### src/rtl/uart_tx_if.sv
//------------------------------------------------------------------------------
// Module   : uart_tx_if
// Brief    : Byte handshake between the host byte source and uart_tx.
// Revision : 1.0 - initial release
//------------------------------------------------------------------------------
`default_nettype none

interface uart_tx_if;
    logic [7:0] data;
    logic       valid;
    logic       ready;

    modport master (output data, output valid, input ready);
    modport slave  (input data, input valid, output ready);
endinterface

`default_nettype wire

### src/rtl/uart_tx.sv
//------------------------------------------------------------------------------
// Module   : uart_tx
// Brief    : 8N1/8N2 UART transmitter with internal baud divider and
//            valid/ready byte intake; tx is a registered output.
// Revision : 1.0 - initial release
//------------------------------------------------------------------------------
`default_nettype none

module uart_tx #(
    parameter int BAUD_RATE  = 9600,
    parameter int CLOCK_FREQ = 38400000,
    parameter int STOP_BITS  = 1
) (
    input  wire logic  clk,
    input  wire logic  rst,
    input  wire logic  soft_reset,
    uart_tx_if.slave   bus,
    output logic       tx,
    output logic       busy,
    output logic       done
);

    localparam int                 c_DIV       = CLOCK_FREQ / BAUD_RATE;
    localparam int                 c_CNT_W     = (c_DIV >= 2) ? $clog2(c_DIV) : 1;
    localparam logic [c_CNT_W-1:0] c_BAUD_LAST = c_CNT_W'(c_DIV - 1);
    localparam logic [c_CNT_W-1:0] c_BAUD_ONE  = c_CNT_W'(1);
    localparam logic [2:0]         c_STOP_LAST = 3'(STOP_BITS - 1);

    if (c_DIV < 2) begin : g_div_check
        $error("uart_tx: CLOCK_FREQ/BAUD_RATE must be at least 2");
    end

    if (STOP_BITS != 1 && STOP_BITS != 2) begin : g_stop_check
        $error("uart_tx: STOP_BITS must be 1 or 2");
    end

    typedef enum logic [1:0] {
        S_IDLE  = 2'd0,
        S_START = 2'd1,
        S_DATA  = 2'd2,
        S_STOP  = 2'd3
    } state_t;

    state_t             r_state;
    state_t             w_state_nxt;
    logic [c_CNT_W-1:0] r_baud_cnt;
    logic [c_CNT_W-1:0] w_baud_nxt;
    logic [2:0]         r_bit_cnt;
    logic [2:0]         w_bit_nxt;
    logic [2:0]         w_bit_inc;
    logic [7:0]         r_shift;
    logic               r_tx;
    logic               w_tx_nxt;
    logic               r_done;
    logic               w_done_nxt;
    logic               w_accept;
    logic               w_baud_end;

    assign w_accept   = bus.valid && (r_state == S_IDLE);
    assign w_baud_end = (r_baud_cnt == c_BAUD_LAST);
    assign w_bit_inc  = r_bit_cnt + 3'd1;

    assign bus.ready = (r_state == S_IDLE);
    assign busy      = (r_state != S_IDLE);
    assign tx        = r_tx;
    assign done      = r_done;

    // Next-state logic also produces the next tx level so the pin is a flop.
    always_comb begin
        w_state_nxt = r_state;
        w_baud_nxt  = r_baud_cnt;
        w_bit_nxt   = r_bit_cnt;
        w_tx_nxt    = r_tx;
        w_done_nxt  = 1'b0;

        if (soft_reset) begin
            w_state_nxt = S_IDLE;
            w_baud_nxt  = '0;
            w_bit_nxt   = '0;
            w_tx_nxt    = 1'b1;
        end else begin
            case (r_state)
                S_IDLE: begin
                    w_tx_nxt = 1'b1;
                    if (w_accept) begin
                        w_state_nxt = S_START;
                        w_tx_nxt    = 1'b0;
                        w_baud_nxt  = '0;
                        w_bit_nxt   = '0;
                    end
                end
                S_START: begin
                    if (w_baud_end) begin
                        w_state_nxt = S_DATA;
                        w_baud_nxt  = '0;
                        w_tx_nxt    = r_shift[0];
                    end else begin
                        w_baud_nxt = r_baud_cnt + c_BAUD_ONE;
                    end
                end
                S_DATA: begin
                    if (w_baud_end) begin
                        w_baud_nxt = '0;
                        if (r_bit_cnt == 3'd7) begin
                            w_state_nxt = S_STOP;
                            w_bit_nxt   = '0;
                            w_tx_nxt    = 1'b1;
                        end else begin
                            w_bit_nxt = w_bit_inc;
                            w_tx_nxt  = r_shift[w_bit_inc];
                        end
                    end else begin
                        w_baud_nxt = r_baud_cnt + c_BAUD_ONE;
                    end
                end
                S_STOP: begin
                    // bit_cnt is reused to count stop bits.
                    if (w_baud_end) begin
                        w_baud_nxt = '0;
                        if (r_bit_cnt == c_STOP_LAST) begin
                            w_state_nxt = S_IDLE;
                            w_bit_nxt   = '0;
                            w_done_nxt  = 1'b1;
                        end else begin
                            w_bit_nxt = w_bit_inc;
                        end
                    end else begin
                        w_baud_nxt = r_baud_cnt + c_BAUD_ONE;
                    end
                end
                default: begin
                    w_state_nxt = S_IDLE;
                    w_tx_nxt    = 1'b1;
                end
            endcase
        end
    end

    always_ff @(posedge clk or posedge rst) begin
        if (rst) begin
            r_state    <= S_IDLE;
            r_baud_cnt <= '0;
            r_bit_cnt  <= '0;
            r_shift    <= '0;
            r_tx       <= 1'b1;
            r_done     <= 1'b0;
        end else begin
            r_state    <= w_state_nxt;
            r_baud_cnt <= w_baud_nxt;
            r_bit_cnt  <= w_bit_nxt;
            r_tx       <= w_tx_nxt;
            r_done     <= w_done_nxt;
            if (w_accept && !soft_reset) begin
                r_shift <= bus.data;
            end
        end
    end

endmodule

`default_nettype wire

### src/flat_wrapper.sv
// flat-port wrapper written by rule: the top's interface ports become plain ports
module uart_tx_flat 
#(
    parameter int BAUD_RATE  = 9600,
    parameter int CLOCK_FREQ = 38400000,
    parameter int STOP_BITS  = 1
)
  (clk, rst, soft_reset, tx, busy, done, bus_data, bus_valid, bus_ready);
  uart_tx_if bus_i ();
  input  wire logic clk;
  input  wire logic rst;
  input  wire logic soft_reset;
  output logic tx;
  output logic busy;
  output logic done;
  input wire logic [$bits(bus_i.data)-1:0] bus_data;
  input wire logic [$bits(bus_i.valid)-1:0] bus_valid;
  output wire logic [$bits(bus_i.ready)-1:0] bus_ready;
  assign bus_i.data = bus_data;
  assign bus_i.valid = bus_valid;
  assign bus_ready = bus_i.ready;
  uart_tx #(.BAUD_RATE(BAUD_RATE), .CLOCK_FREQ(CLOCK_FREQ), .STOP_BITS(STOP_BITS)) u_core (.clk(clk), .rst(rst), .soft_reset(soft_reset), .bus(bus_i), .tx(tx), .busy(busy), .done(done));
endmodule
### config.mk
export PLATFORM = sky130hd
export DESIGN_NAME = uart_tx_flat
export DESIGN_NICKNAME = d
export VERILOG_FILES = /design/src/rtl/uart_tx_if.sv /design/src/rtl/uart_tx.sv /design/src/flat_wrapper.sv
export SDC_FILE = /design/constraint.sdc
export NUM_CORES = 1
export LEC_CHECK = 0
export ABC_AREA = 1
export CELL_PAD_IN_SITES_DETAIL_PLACEMENT = 1
export CELL_PAD_IN_SITES_GLOBAL_PLACEMENT = 2
export CORE_ASPECT_RATIO = 0.7
export CORE_UTILIZATION = 25
export CTS_BUF_LIST = sky130_fd_sc_hd__clkbuf_8 sky130_fd_sc_hd__clkbuf_16
export CTS_CLUSTER_SIZE = 14
export DETAILED_ROUTE_END_ITERATION = 7
export GPL_ROUTABILITY_DRIVEN = 0
export PLACE_DENSITY_LB_ADDON = 0.1
export SYNTH_ARGS = -nofsm -noshare
export SYNTH_HDL_FRONTEND = slang
export SYNTH_SLANG_ARGS = --single-unit
### constraint.sdc
create_clock -name clk -period 1.6 [get_ports clk]
set_input_delay 0.24 -clock clk [delete_from_list [all_inputs] [get_ports clk]]
set_output_delay 0.24 -clock clk [all_outputs]
set_load 0.05 [all_outputs]
# Word-level counts from Yosys, hierarchy flattened
# Index checks and enable logic that the tools add are counted.
[classes]
addsub = 2
n_lt_le_gt_ge = 1
eq_ne = 11
muxes = 31
reduce_logical = 12
[ops]
columns = ["cell", "count"]
rows = [
  ["12-bit two-way mux", 3],
  ["12-bit case mux with 2 select lines", 1],
  ["3-bit two-way mux", 6],
  ["3-bit by 2-bit != test with 1-bit output (second input constant)", 6],
  ["2-bit two-way mux", 7],
  ["12-bit by 1-bit adder with 12-bit output (second input constant)", 1],
  ["12-bit == test (second input constant)", 1],
  ["1-bit two-way mux", 10],
  ["3-bit case mux with 3 select lines", 1],
  ["2-bit case mux with 4 select lines", 1],
  ["4-bit nonzero test", 2],
  ["6-bit AND reduction", 1],
  ["2-bit == test (second input constant)", 2],
  ["3-bit by 4-bit less-than comparator with 1-bit output (second input constant)", 1],
  ["4-bit AND reduction", 1],
  ["3-bit by 1-bit adder with 3-bit output (second input constant)", 1],
  ["1-bit binary-select mux with 3-bit select", 1],
  ["3-bit == test (second input constant)", 1],
  ["3-bit zero test", 1],
  ["1-bit case mux with 3 select lines", 1],
  ["3-bit AND reduction", 1],
  ["3-bit OR reduction", 1],
  ["2-bit by 1-bit == test with 1-bit output (second input constant)", 1],
  ["1-bit logical AND", 2],
  ["3 further kinds", 3],
]
[word_totals]
regBits = 27
elab_cells = 63

# Longest topological paths before layout
# Gate-level depths: netlist of the first run.
[logic_depth]
depth_word = 7
depth_mapped = 10
ltp_nobuf = 10

# Worst setup path after synthesis of the first run
# Ideal clock, no wire load.
[synth_timing]
kind = "register to register"
from = "register u_core.r_state[0]"
to = "register u_core.r_baud_cnt[7]"
setup_time_ns = 0.064
t_arrival_ns = 1.859
required_ns = 1.536
slack_ns = -0.324
path_stages_with_launch = 10
n_path_buf = 0
cell_sequence = "dfrtp_1 > inv_1 > ha_1 > nand2_1 > nor2_4 > inv_2 > nand2_1 > inv_1 > a21oi_1 > o21a_1"
[synth_via]
word_cells_on_any_way = 9
cone_classes = "eq/ne (4); mux (2); reduce/logical (3)"
[synth_rtl]
columns = ["item", "line", "rtl"]
rows = [
  ["start: declaration", "uart_tx.sv:44", "state_t r_state;"],
  ["start signal: assignment", "uart_tx.sv:148", "r_state <= w_state_nxt;"],
  ["2-bit zero test *", "-", ""],
  ["via bus_ready", "flat_wrapper.sv:18", "output wire logic [$bits(bus_i.ready)-1:0] bus_ready;"],
  ["12-bit case mux with 2 select lines / 1-bit logical AND (equally long branches)", "uart_tx.sv:82, uart_tx.sv:59", ""],
  ["12-bit two-way mux / 3-bit by 2-bit != test with 1-bit output (equally long branches)", "-", ""],
  ["end signal: assignment", "uart_tx.sv:149", "r_baud_cnt <= w_baud_nxt;"],
  ["end: declaration", "uart_tx.sv:46", "logic [c_CNT_W-1:0] r_baud_cnt;"],
]
# Mark *: on every way through the listed nets, which the timed path passes. The rest lies on a longest branch.
# A chain may end at the register's enable or synchronous reset.

# Worst setup path in the final report of the first run
[layout_timing]
from = "register u_core.r_baud_cnt[1]"
to = "register u_core.r_state[1]"
[layout_via]
elab_chain_cells = 3
word_cells_on_any_way = 5
cone_classes = "eq/ne (4); reduce/logical (1)"
[layout_lines]
columns = ["item", "line", "rtl"]
rows = [
  ["12-bit == test *", "uart_tx.sv:60", "assign w_baud_end = (r_baud_cnt == c_BAUD_LAST);"],
  ["3-bit by 2-bit != test with 1-bit output (no line)", "-", ""],
  ["6-bit AND reduction (no line) *", "-", ""],
]
# Every way passes the cells marked *; elsewhere a longest branch is shown, timed or not.

==> run summary, run 1 <==
Worst-margin pin slew: 0.375 ns
R2R cell count: 8
Mapped cell area: 1560 sq um
Share of cells above drive strength 1: 0.329
Via count: 1,387
Std cell rows: 23
RSZ-0062 raised after global routing: yes
Maxcap violations: 0
Final wirelength: 4340 um
Max H-tree Level: 1
Die Span X: 96.3 um
Status: finished, violations left
Area leader, netlist: dfrtp_1
Min-delay worst type: in -> async
Routed len/inst: 13.9 um
Dpl hpwl: 3340 um
Antenna fix cells: 0
Area grow syn2layout: 42.3%
Worst-Skew Late Latency: 0.28 ns
Failing checks: negative setup slack
Ys Warns: 0
Clock buffer depth: 2
CTS Buf Count: 3
Max Clk Rate: 615 MHz
Drt drc: 0
CP Class: reg -> reg
Final net count: 258
Top post-synthesis cells by area: dfrtp_1 42%, nand2_1 13%, ha_1 6.4%, inv_1 5.3%, nor2_1 4.6%
Largest net degree at the start of global routing: 28
Vias/cell: 4.45
Pwr/cell area: 1510 nW/um^2
Post-synthesis sequential area ratio: 0.435
Number of synthesized flops with an enable pin: 0
CP endpoint kind: flop
Initial Util: 0.265
CP startpoint kind: flop
DIE AREA: 6550 sq um
First-pass GRT wire length: 7360 um
Antenna violations before repair: 0
Maximum VDD drop: 0.484 mV
Setup_tns: -0.0714 ns
Fillers: 711
Drt first-iter violations: 65
Final Hold Viols: 0
Final setup violation count: 5
CTS Sinks: 27
Post-synth cell types: 31
GR Overflow Total: 0
Io pins: 16
Reg2reg end: u_core.r_state[1]$_DFFE_PP0P_
Final Cycle Share: 1.02
Most common flop cell mapped by yosys: dfrtp_1
Final Skew: 0.00696 ns
Drt pass-1 iters: 4
Die H: 68.0 um
Hold Buf Count CTS: 0
Worst reg2reg path startpoint: u_core.r_baud_cnt[1]$_DFFE_PP0P_
Post-synth ARST share: 1.00
Leakage power: 1.04 nW
Synth Register Bits: 27
Avg Cell Area, Syn: 8.11 sq um
Final Max Slew Viols: 0
Min Tclk post-route: 1.63 ns
Number of global-route vias before repair: 1,503
Port buffer count: 15
Yosys top cell area share: 0.418
CP Max Fanout: 6
Reg clk slew, reported paths: 0.10 ns
Reg2Reg Setup Slack: -0.03 ns
Critical path data required time: 1.78 ns
Core area: 5870 sq um
ANT nets after route: 0
Setup ws final: -0.0263 ns
Total power: 3.34 mW
Slew headroom: 0.750
Synthesized instance count: 192
CP Data Arrival Time: 1.80 ns
CTS root buffer: clkbuf_8
Syn nets: 212
Global-route usage over all layers: 0.151
TritonCTS clock tree: done
## metal layers
metal	global-route usage	wire, um	vias up
li1	-	-	701
met1	0.214	2230	665
met2	0.242	1940	19
met3	0.0344	153	2
met4	0.0165	19	0
met5	0	0	-
## worst max-delay path by stage
stage	startpoint	to	cells past startpoint
CTS	u_core.r_baud_cnt[0]$_DFFE_PP0P_	u_core.r_bit_cnt[0]$_DFFE_PP0P_	8
finish	u_core.r_baud_cnt[1]$_DFFE_PP0P_	u_core.r_state[1]$_DFFE_PP0P_	8
global route	u_core.r_bit_cnt[0]$_DFFE_PP0P_	u_core.r_state[1]$_DFFE_PP0P_	10
floorplan	u_core.r_state[1]$_DFFE_PP0P_	u_core.r_baud_cnt[7]$_DFFE_PP0P_	9
detailed placement	soft_reset	u_core.r_bit_cnt[0]$_DFFE_PP0P_	9
global placement	soft_reset	u_core.r_bit_cnt[0]$_DFFE_PP0P_	9
## registers in the layout, summed over array words and instances, names as in the netlist
signal,flops
u_core.r_state,2
u_core.r_shift,8
u_core.r_baud_cnt,12
u_core.done,1
u_core.r_bit_cnt,3
u_core.tx,1
## worst max-delay path, cell delays in order, from the launching register on
cell,delay (ns)
dfrtp_1,0.41
ha_4,0.17
nand3_4,0.08
nor2_4,0.17
nand3_4,0.16
a21oi_4,0.26
nand3_4,0.12
nand2_1,0.09
o21ai_1,0.06
## power by group
part           internal [mW]  switching (mW)
Sequential             0.868           0.134
Combinational          0.874            1.06
Clock                  0.173           0.234
## synth_stat cells, types with 2 or more instances
cell,instances
nand3_2,2
inv_2,5
dfrtp_1,26
nand3_1,14
xnor2_1,2
xor2_1,2
inv_1,22
a21oi_1,10
nor2_1,19
o21ai_0,4
nor2_4,2
o21ai_1,3
ha_1,8
nand2_1,54
nor3_1,2
a21oi_4,2
## area by class of cell
cell class,instances,area [sq um],area share
tap,75,93.8,0.0424
sequential,27,677,0.306
multi-input combinational,138,910,0.411
clock inverter,1,3.75,0.00169
clock buffer,3,41.3,0.0186
timing repair buffer,41,388,0.175
inverter,27,101,0.0458
## placed cells by master, fill, tap and decap left out, types with 2 or more instances in the layout
cell type	n
nand2_1	50
dfrtp_1	26
buf_4	23
inv_1	21
nand3_1	14
nor2_1	11
clkdlybuf4s50_1	11
nor2_2	8
inv_2	7
a21oi_1	7
nand2_2	4
a21oi_2	4
o21ai_0	4
ha_1	4
buf_6	4
nand3_4	3
nor2_4	3
nor3_2	3
ha_4	3
clkbuf_8	3
buf_12	3
a21oi_4	2
o21ai_2	2
xor2_1	2
## cells by family after synthesis
group                    share of synthesized area
AND/OR/NAND/NOR                              0.317
buffers and inverters                       0.0651
flip-flops                                   0.435
AO/OA/AOI/OAI                               0.0965
adder cells (fa/ha/maj)                     0.0643
XOR/XNOR                                    0.0225
## timing repair
action,4_1_cts,5_1_grt
buffers inserted,3,3
gates resized for setup,3,30
pin swaps,0,12
cloned,0,0
setup endpoints to repair,10,19
## per-stage QoR
stage	cells	setup slack (ns)	hold WS, ns	utilization	instance area [sq um]
2_1_floorplan	192	0.0120	0.292	-	1570
3_3_place_gp	302	-0.0735	0.460	0.340	1990
3_5_place_dp	302	-0.102	0.462	0.340	1990
4_1_cts	309	0.00250	0.350	0.354	2080
5_1_grt	312	-0.139	0.374	0.377	2210
6_report	312	-0.0263	0.327	0.377	2210
Note: power is estimated with default switching activity, not from simulation.
==> inputs of run 2 (changes only) <==
--- a/config.mk
+++ b/config.mk
@@ -14,7 +14,7 @@
 export CTS_CLUSTER_SIZE = 14
 export DETAILED_ROUTE_END_ITERATION = 7
 export GPL_ROUTABILITY_DRIVEN = 0
-export PLACE_DENSITY_LB_ADDON = 0.1
+export PLACE_DENSITY = 0.7
 export SYNTH_ARGS = -nofsm -noshare
 export SYNTH_HDL_FRONTEND = slang
 export SYNTH_SLANG_ARGS = --single-unit
==> run 2 against run 1 <==
Against the previous run: the flow now finishes without violations; global-route usage down 0.46 points; first-iteration DRC count down 28%; critical path depth unchanged; routed wire length down 0.97%; core utilization up 0.19 points; flip-flop and latch count unchanged; final cell count up 0.32%; maximum frequency up 2.9%; register-to-register slack better by 0.05 ns; total power up 1.6%; setup slack better by 0.046 ns; highest routed layer unchanged.
==> run summary, run 2 (synthesis results as in run 1) <==
Status: complete, no violations
Final setup violation count: 0
ANT nets after route: 0
DIE AREA: 6550 sq um
Levels on crit path: 8
Largest regs: u_core.r_baud_cnt: 12 flops, u_core.r_shift: 8 flops, u_core.r_bit_cnt: 3 flops
Final Core Density: 0.379
CP Max Fanout: 6
Reg clk slew, reported paths: 0.11 ns
First-pass GRT wire length: 7030 um
Maximum VDD drop: 1.58 mV
CP startpoint kind: flop
Place WS: -0.101 ns
CP cell instances: ha_4, nand3_4, nor2_4, nand3_4, a21oi_4, nand3_2, nand2_1, o21ai_1
Reg2Reg Setup Slack: 0.02 ns
Setup ws final: 0.0199 ns
Max H-tree Level: 1
Final Hold Viols: 0
Fillers: 721
Io pins: 16
Final Max Slew Viols: 0
Number of flip-flops under the largest register name: 12
Core area: 5870 sq um
Largest net degree at the start of global routing: 28
GR Overflow Total: 0
Die H: 68.0 um
Worst-margin pin slew: 0.370 ns
Most used cell along the critical path: nand3_4
Clk network pwr share: 0.128
Min-delay worst type: in -> async
CP bufs+invs: 0
Largest Register: u_core.r_baud_cnt
CP Class: reg -> reg
CTS Sinks: 27
Critical Path Start: u_core.r_baud_cnt[0]$_DFFE_PP0P_
CTS Buf Count: 3
Vias/cell: 4.42
Global-route usage over all layers: 0.146
Comb pwr share: 0.574
End of the critical path: u_core.r_state[0]$_DFFE_PP0P_
Setup_tns: 0 ns
Routed len/inst: 13.7 um
Worst reg2reg path startpoint: u_core.r_baud_cnt[0]$_DFFE_PP0P_
Port buffer count: 15
P_int: 1.94 mW
Die Span X: 96.3 um
Max Clk Rate: 633 MHz
Number of global-route vias before repair: 1,385
Maxcap violations: 0
Min Tclk post-route: 1.58 ns
Final Cycle Share: 0.988
Antenna violations before repair: 0
Final Skew: 0.00968 ns
Crit-path slowest cell: dfrtp_1
Worst-Skew Late Latency: 0.29 ns
RSZ-0062 raised after global routing: yes
Drt first-iter violations: 47
Total power: 3.39 mW
CP Data Arrival Time: 1.77 ns
Switch Pwr: 1.45 mW
Dpl hpwl: 3250 um
Slew headroom: 0.753
Final wirelength: 4300 um
Initial Util: 0.265
Std cell rows: 23
Share of cells above drive strength 1: 0.332
Multi-input gate area: 913 sq um
Critical path data required time: 1.79 ns
Drt pass-1 iters: 4
Area grow syn2layout: 43.0%
Leakage power: 1.04 nW
CTS root buffer: clkbuf_8
Switching Fraction: 0.428
Drt drc: 0
Reg2reg end: u_core.r_state[0]$_DFFE_PP0P_
Commonest cells after routing, fill and taps aside: 52 x nand2_1, 26 x dfrtp_1, 25 x buf_4
Clock buffer depth: 2
Via count: 1,385
R2R cell count: 8
CP top delay family: simple AND/OR/NAND/NOR gates
Critical Path Max Stage Delay: 0.41 ns
CP endpoint kind: flop
Commonest non-fill, non-tap cell in the layout: nand2_1
Storage cell area: 677 sq um
Pwr/cell area: 1520 nW/um^2
Antenna fix cells: 0
Final net count: 259
Flop pwr share: 0.298
TritonCTS clock tree: done
## run 2: cell types whose count changed in the layout (fill, tap and decap cells not counted), moves of 2 or more
cell,before,now
buf_4,23,25
o21ai_1,1,3
nor2_2,8,6
nand2_2,4,2
inv_1,21,19
nand3_2,0,2
nand2_1,50,52
o21ai_2,2,0
## run 2: per-layer routing
| layer | part of all wire | up-vias | global-route usage |
|---|---|---|---|
| met4 | 0.0081 | 0 | 0.0331 |
| met1 | 0.57 | 660 | 0.227 |
| met2 | 0.40 | 17 | 0.204 |
| met3 | 0.026 | 2 | 0.0300 |
| li1 | - | 706 | - |
| met5 | 0 | - | 0 |
## run 2: worst min-delay path: stages
cell	delay (ns)
clkdlybuf4s50_1	0.40
inv_1	0.05
buf_4	0.34
## run 2: area by class of cell
class,count,area share
inverter,27,0.0455
clock inverter,1,0.00337
clock buffer,3,0.0185
tap,75,0.0422
multi-input combinational,138,0.410
timing repair buffer,42,0.176
sequential,27,0.304
## run 2: worst min path at each step
stage	depth (start not counted)	to
floorplan	1	u_core.done$_DFF_PP0_
global placement	2	u_core.r_shift[1]$_DFFE_PP0P_
detailed placement	2	u_core.r_shift[4]$_DFFE_PP0P_
CTS	3	u_core.done$_DFF_PP0_
global route	3	u_core.done$_DFF_PP0_
finish	3	u_core.r_shift[7]$_DFFE_PP0P_
## run 2: power by group through the flow
stage                     registers [mW]  logic [mW]  clock network (mW)
after floorplan                     1.02       0.950                   0
after global placement              1.01        1.69                   0
after detailed placement            1.01        1.72                   0
after CTS                           1.00        1.76               0.455
after global routing                1.03        2.15               0.472
final                               1.01        1.95               0.433
## run 2: per-stage QoR
stage | area [sq um] | hold WS (ns) | instances
floorplan | 1570 | 0.292 | 192
global placement | 2020 | 0.463 | 305
detailed placement | 2020 | 0.464 | 305
CTS | 2090 | 0.323 | 310
global route | 2230 | 0.372 | 313
finish | 2230 | 0.313 | 313
## run 2: repair_timing
item,4_1_cts,5_1_grt
pin swaps,0,3
buffers inserted,1,3
hold buffers,0,0
setup endpoints to repair,7,16
gates cloned,0,0
resized for setup,4,28
==> patch: new RTL, settings of run 1 <==
`CLOCK_FREQ` is set to 38400000 in 2 places; all go to 76800000.
--- a/src/rtl/uart_tx.sv
+++ b/src/rtl/uart_tx.sv
@@ -10,3 +10,3 @@
     parameter int BAUD_RATE  = 9600,
-    parameter int CLOCK_FREQ = 38400000,
+    parameter int CLOCK_FREQ = 76800000,
     parameter int STOP_BITS  = 1
--- a/src/flat_wrapper.sv
+++ b/src/flat_wrapper.sv
@@ -4,3 +4,3 @@
     parameter int BAUD_RATE  = 9600,
-    parameter int CLOCK_FREQ = 38400000,
+    parameter int CLOCK_FREQ = 76800000,
     parameter int STOP_BITS  = 1
Function: no difference found for any inputs over 10 cycles, from zero or initial values and one cycle with rst high; that may be too few to reach the edited logic, so the function may still have changed.
==> patch against run 1 <==
The flow finishes with violations (DRC); synthesized cell count rose by 9.4%; area after synthesis grew 3.6%; largest power group unchanged; final area increased by 12%; non-clock buffer count grew 14; worst setup slack better by 29 ps; global-route usage is 0.73 points higher; sequential cell count increased by 1; highest routed layer unchanged; wire length is 12% higher; total power increased by 2.3%; via count grew 11%.
==> patch: results <==
metrics = {
    "cells_and_area": {
        "final_cell_count_no_fill": 346,
        "drive_gt1_frac": 0.3955,
        "nFillCells": 749,
        "fin_nets": 289,
        "largestRegisters": "u_core.r_baud_cnt (13), u_core.r_shift (8), u_core.r_bit_cnt (3)",
    },
    "placement": {
        "place_hpwl_um": 3830,
        "place_area_um2": 2152,
        "place_inst": 331,
    },
    "yosys": {
        "syn_nets": 230,
        "avgSynthCellArea_um2": 7.680,
        "netlist_top_cells_area": "dfrtp_1, nand2_1, inv_1",
        "synth_commonest_cells": "nand2_1, inv_1, dfrtp_1",
    },
    "sta": {
        "finalClockSkew_ps": 5.001,
        "hold_ws_ps": 329.3,
        "worst_pin_slew_ps": 384.1,
    },
    "outcome": {
        "status": "finished with violations",
        "violations": "DRC",
    },
    "drt": {
        "drtIter0Drc": 30,
        "avgViaCountPerCell": 4.468,
        "first_pass_iters": 6,
        "drc": 1,
        "wirelength_um": 4879,
    },
    "setup_path": {
        "crit_fanout": 3,
        "rrSetupSlack_ps": 2,
    },
    "grt": {
        "grt_use_met3": 0.03327,
        "use_met2": 0.2496,
        "grt_pass1_wl_um": 8355,
        "use_met1": 0.2242,
        "overflow": 0,
        "grt_pass1_vias": 1688,
        "grt_start_max_net_pins": 29,
    },
    "pwr": {
        "cellLeakagePower_nw": 1.149,
        "vdd.ir_drop.worst_mv": 0.4840,
    },
}
patch: worst paths after layout:
check | startpoint | to | depth (start not counted)
setup / recovery | u_core.r_baud_cnt[1]$_DFFE_PP0P_ | u_core.r_baud_cnt[10]$_DFFE_PP0P_ | 10
hold reg to reg | u_core.r_shift[1]$_DFFE_PP0P_ | u_core.r_shift[1]$_DFFE_PP0P_ | 2
min in group clk | bus_data[7] | u_core.r_shift[7]$_DFFE_PP0P_ | 3
max in group asynchronous | rst | u_core.tx$_DFFE_PP1P_ | 3
hold / removal | rst | u_core.r_baud_cnt[0]$_DFFE_PP0P_ | 3
setup reg to reg | u_core.r_baud_cnt[1]$_DFFE_PP0P_ | u_core.r_baud_cnt[10]$_DFFE_PP0P_ | 10
patch: cells by family (layout without fill, tap and decap cells):
kind of cell / Yosys count / after routing / synth area share
and+or+nand+nor: 121 / 121 / 0.3445
buffers and inverters: 31 / 89 / 0.07447
DFF: 28 / 28 / 0.4352
AOI/OAI and AO/OA: 20 / 20 / 0.07293
adders and majority gates: 8 / 8 / 0.06207
xor gates and xnor gates: 2 / 2 / 0.01086
patch: layer usage:
| layer | wire [um] | vias to the layer above |
|---|---|---|
| li1 | - | 778 |
| met1 | 2597 | 750 |
| met2 | 2128 | 16 |
| met3 | 128 | 2 |
| met4 | 25 | 0 |
| met5 | 0 | - |
patch: stage by stage:
stage               utilization  TNS, ps  worst slack (ps)
finish                   0.3979        0             2.400
global route             0.3979   -956.2            -113.6
CTS                      0.3633   -1.489            -1.489
detailed placement       0.3462    -2538            -195.3
global placement         0.3462    -1552            -155.2
floorplan                     -    -4899            -347.8
patch: what timing repair did:
action                                  in CTS  in global routing
endpoints found under the setup margin      15                 20
gates resized for setup                     11                 39
hold buffers                                 0                  0
setup buffers                                1                 10
pin swaps                                    2                 11
gates cloned                                 0                  0
patch: worst reg2reg max path, delay by kind of cell (launching register included):
kind | cells | cell delay (ps)
and+or+nand+nor | 9 | 920
DFF | 1 | 380
adders and majority gates | 1 | 190
patch: cell type report:
| cell class | count | area (um2) | share of cell area |
|---|---|---|---|
| Sequential cell | 28 | 703.2 | 0.2843 |
| Clock buffer | 4 | 55.05 | 0.02226 |
| Multi-Input combinational cell | 151 | 989.7 | 0.4001 |
| Tap cell | 78 | 97.59 | 0.03945 |
| Timing Repair Buffer | 55 | 496.7 | 0.2008 |
| Inverter | 30 | 131.4 | 0.05311 |
patch: report_power, final:
group	switching, mW	total [mW]	internal, mW
Clock	0.243	0.464	0.221
Sequential	0.115	0.991	0.876
Combinational	1.07	1.96	0.889
Total	1.43	3.42	1.99
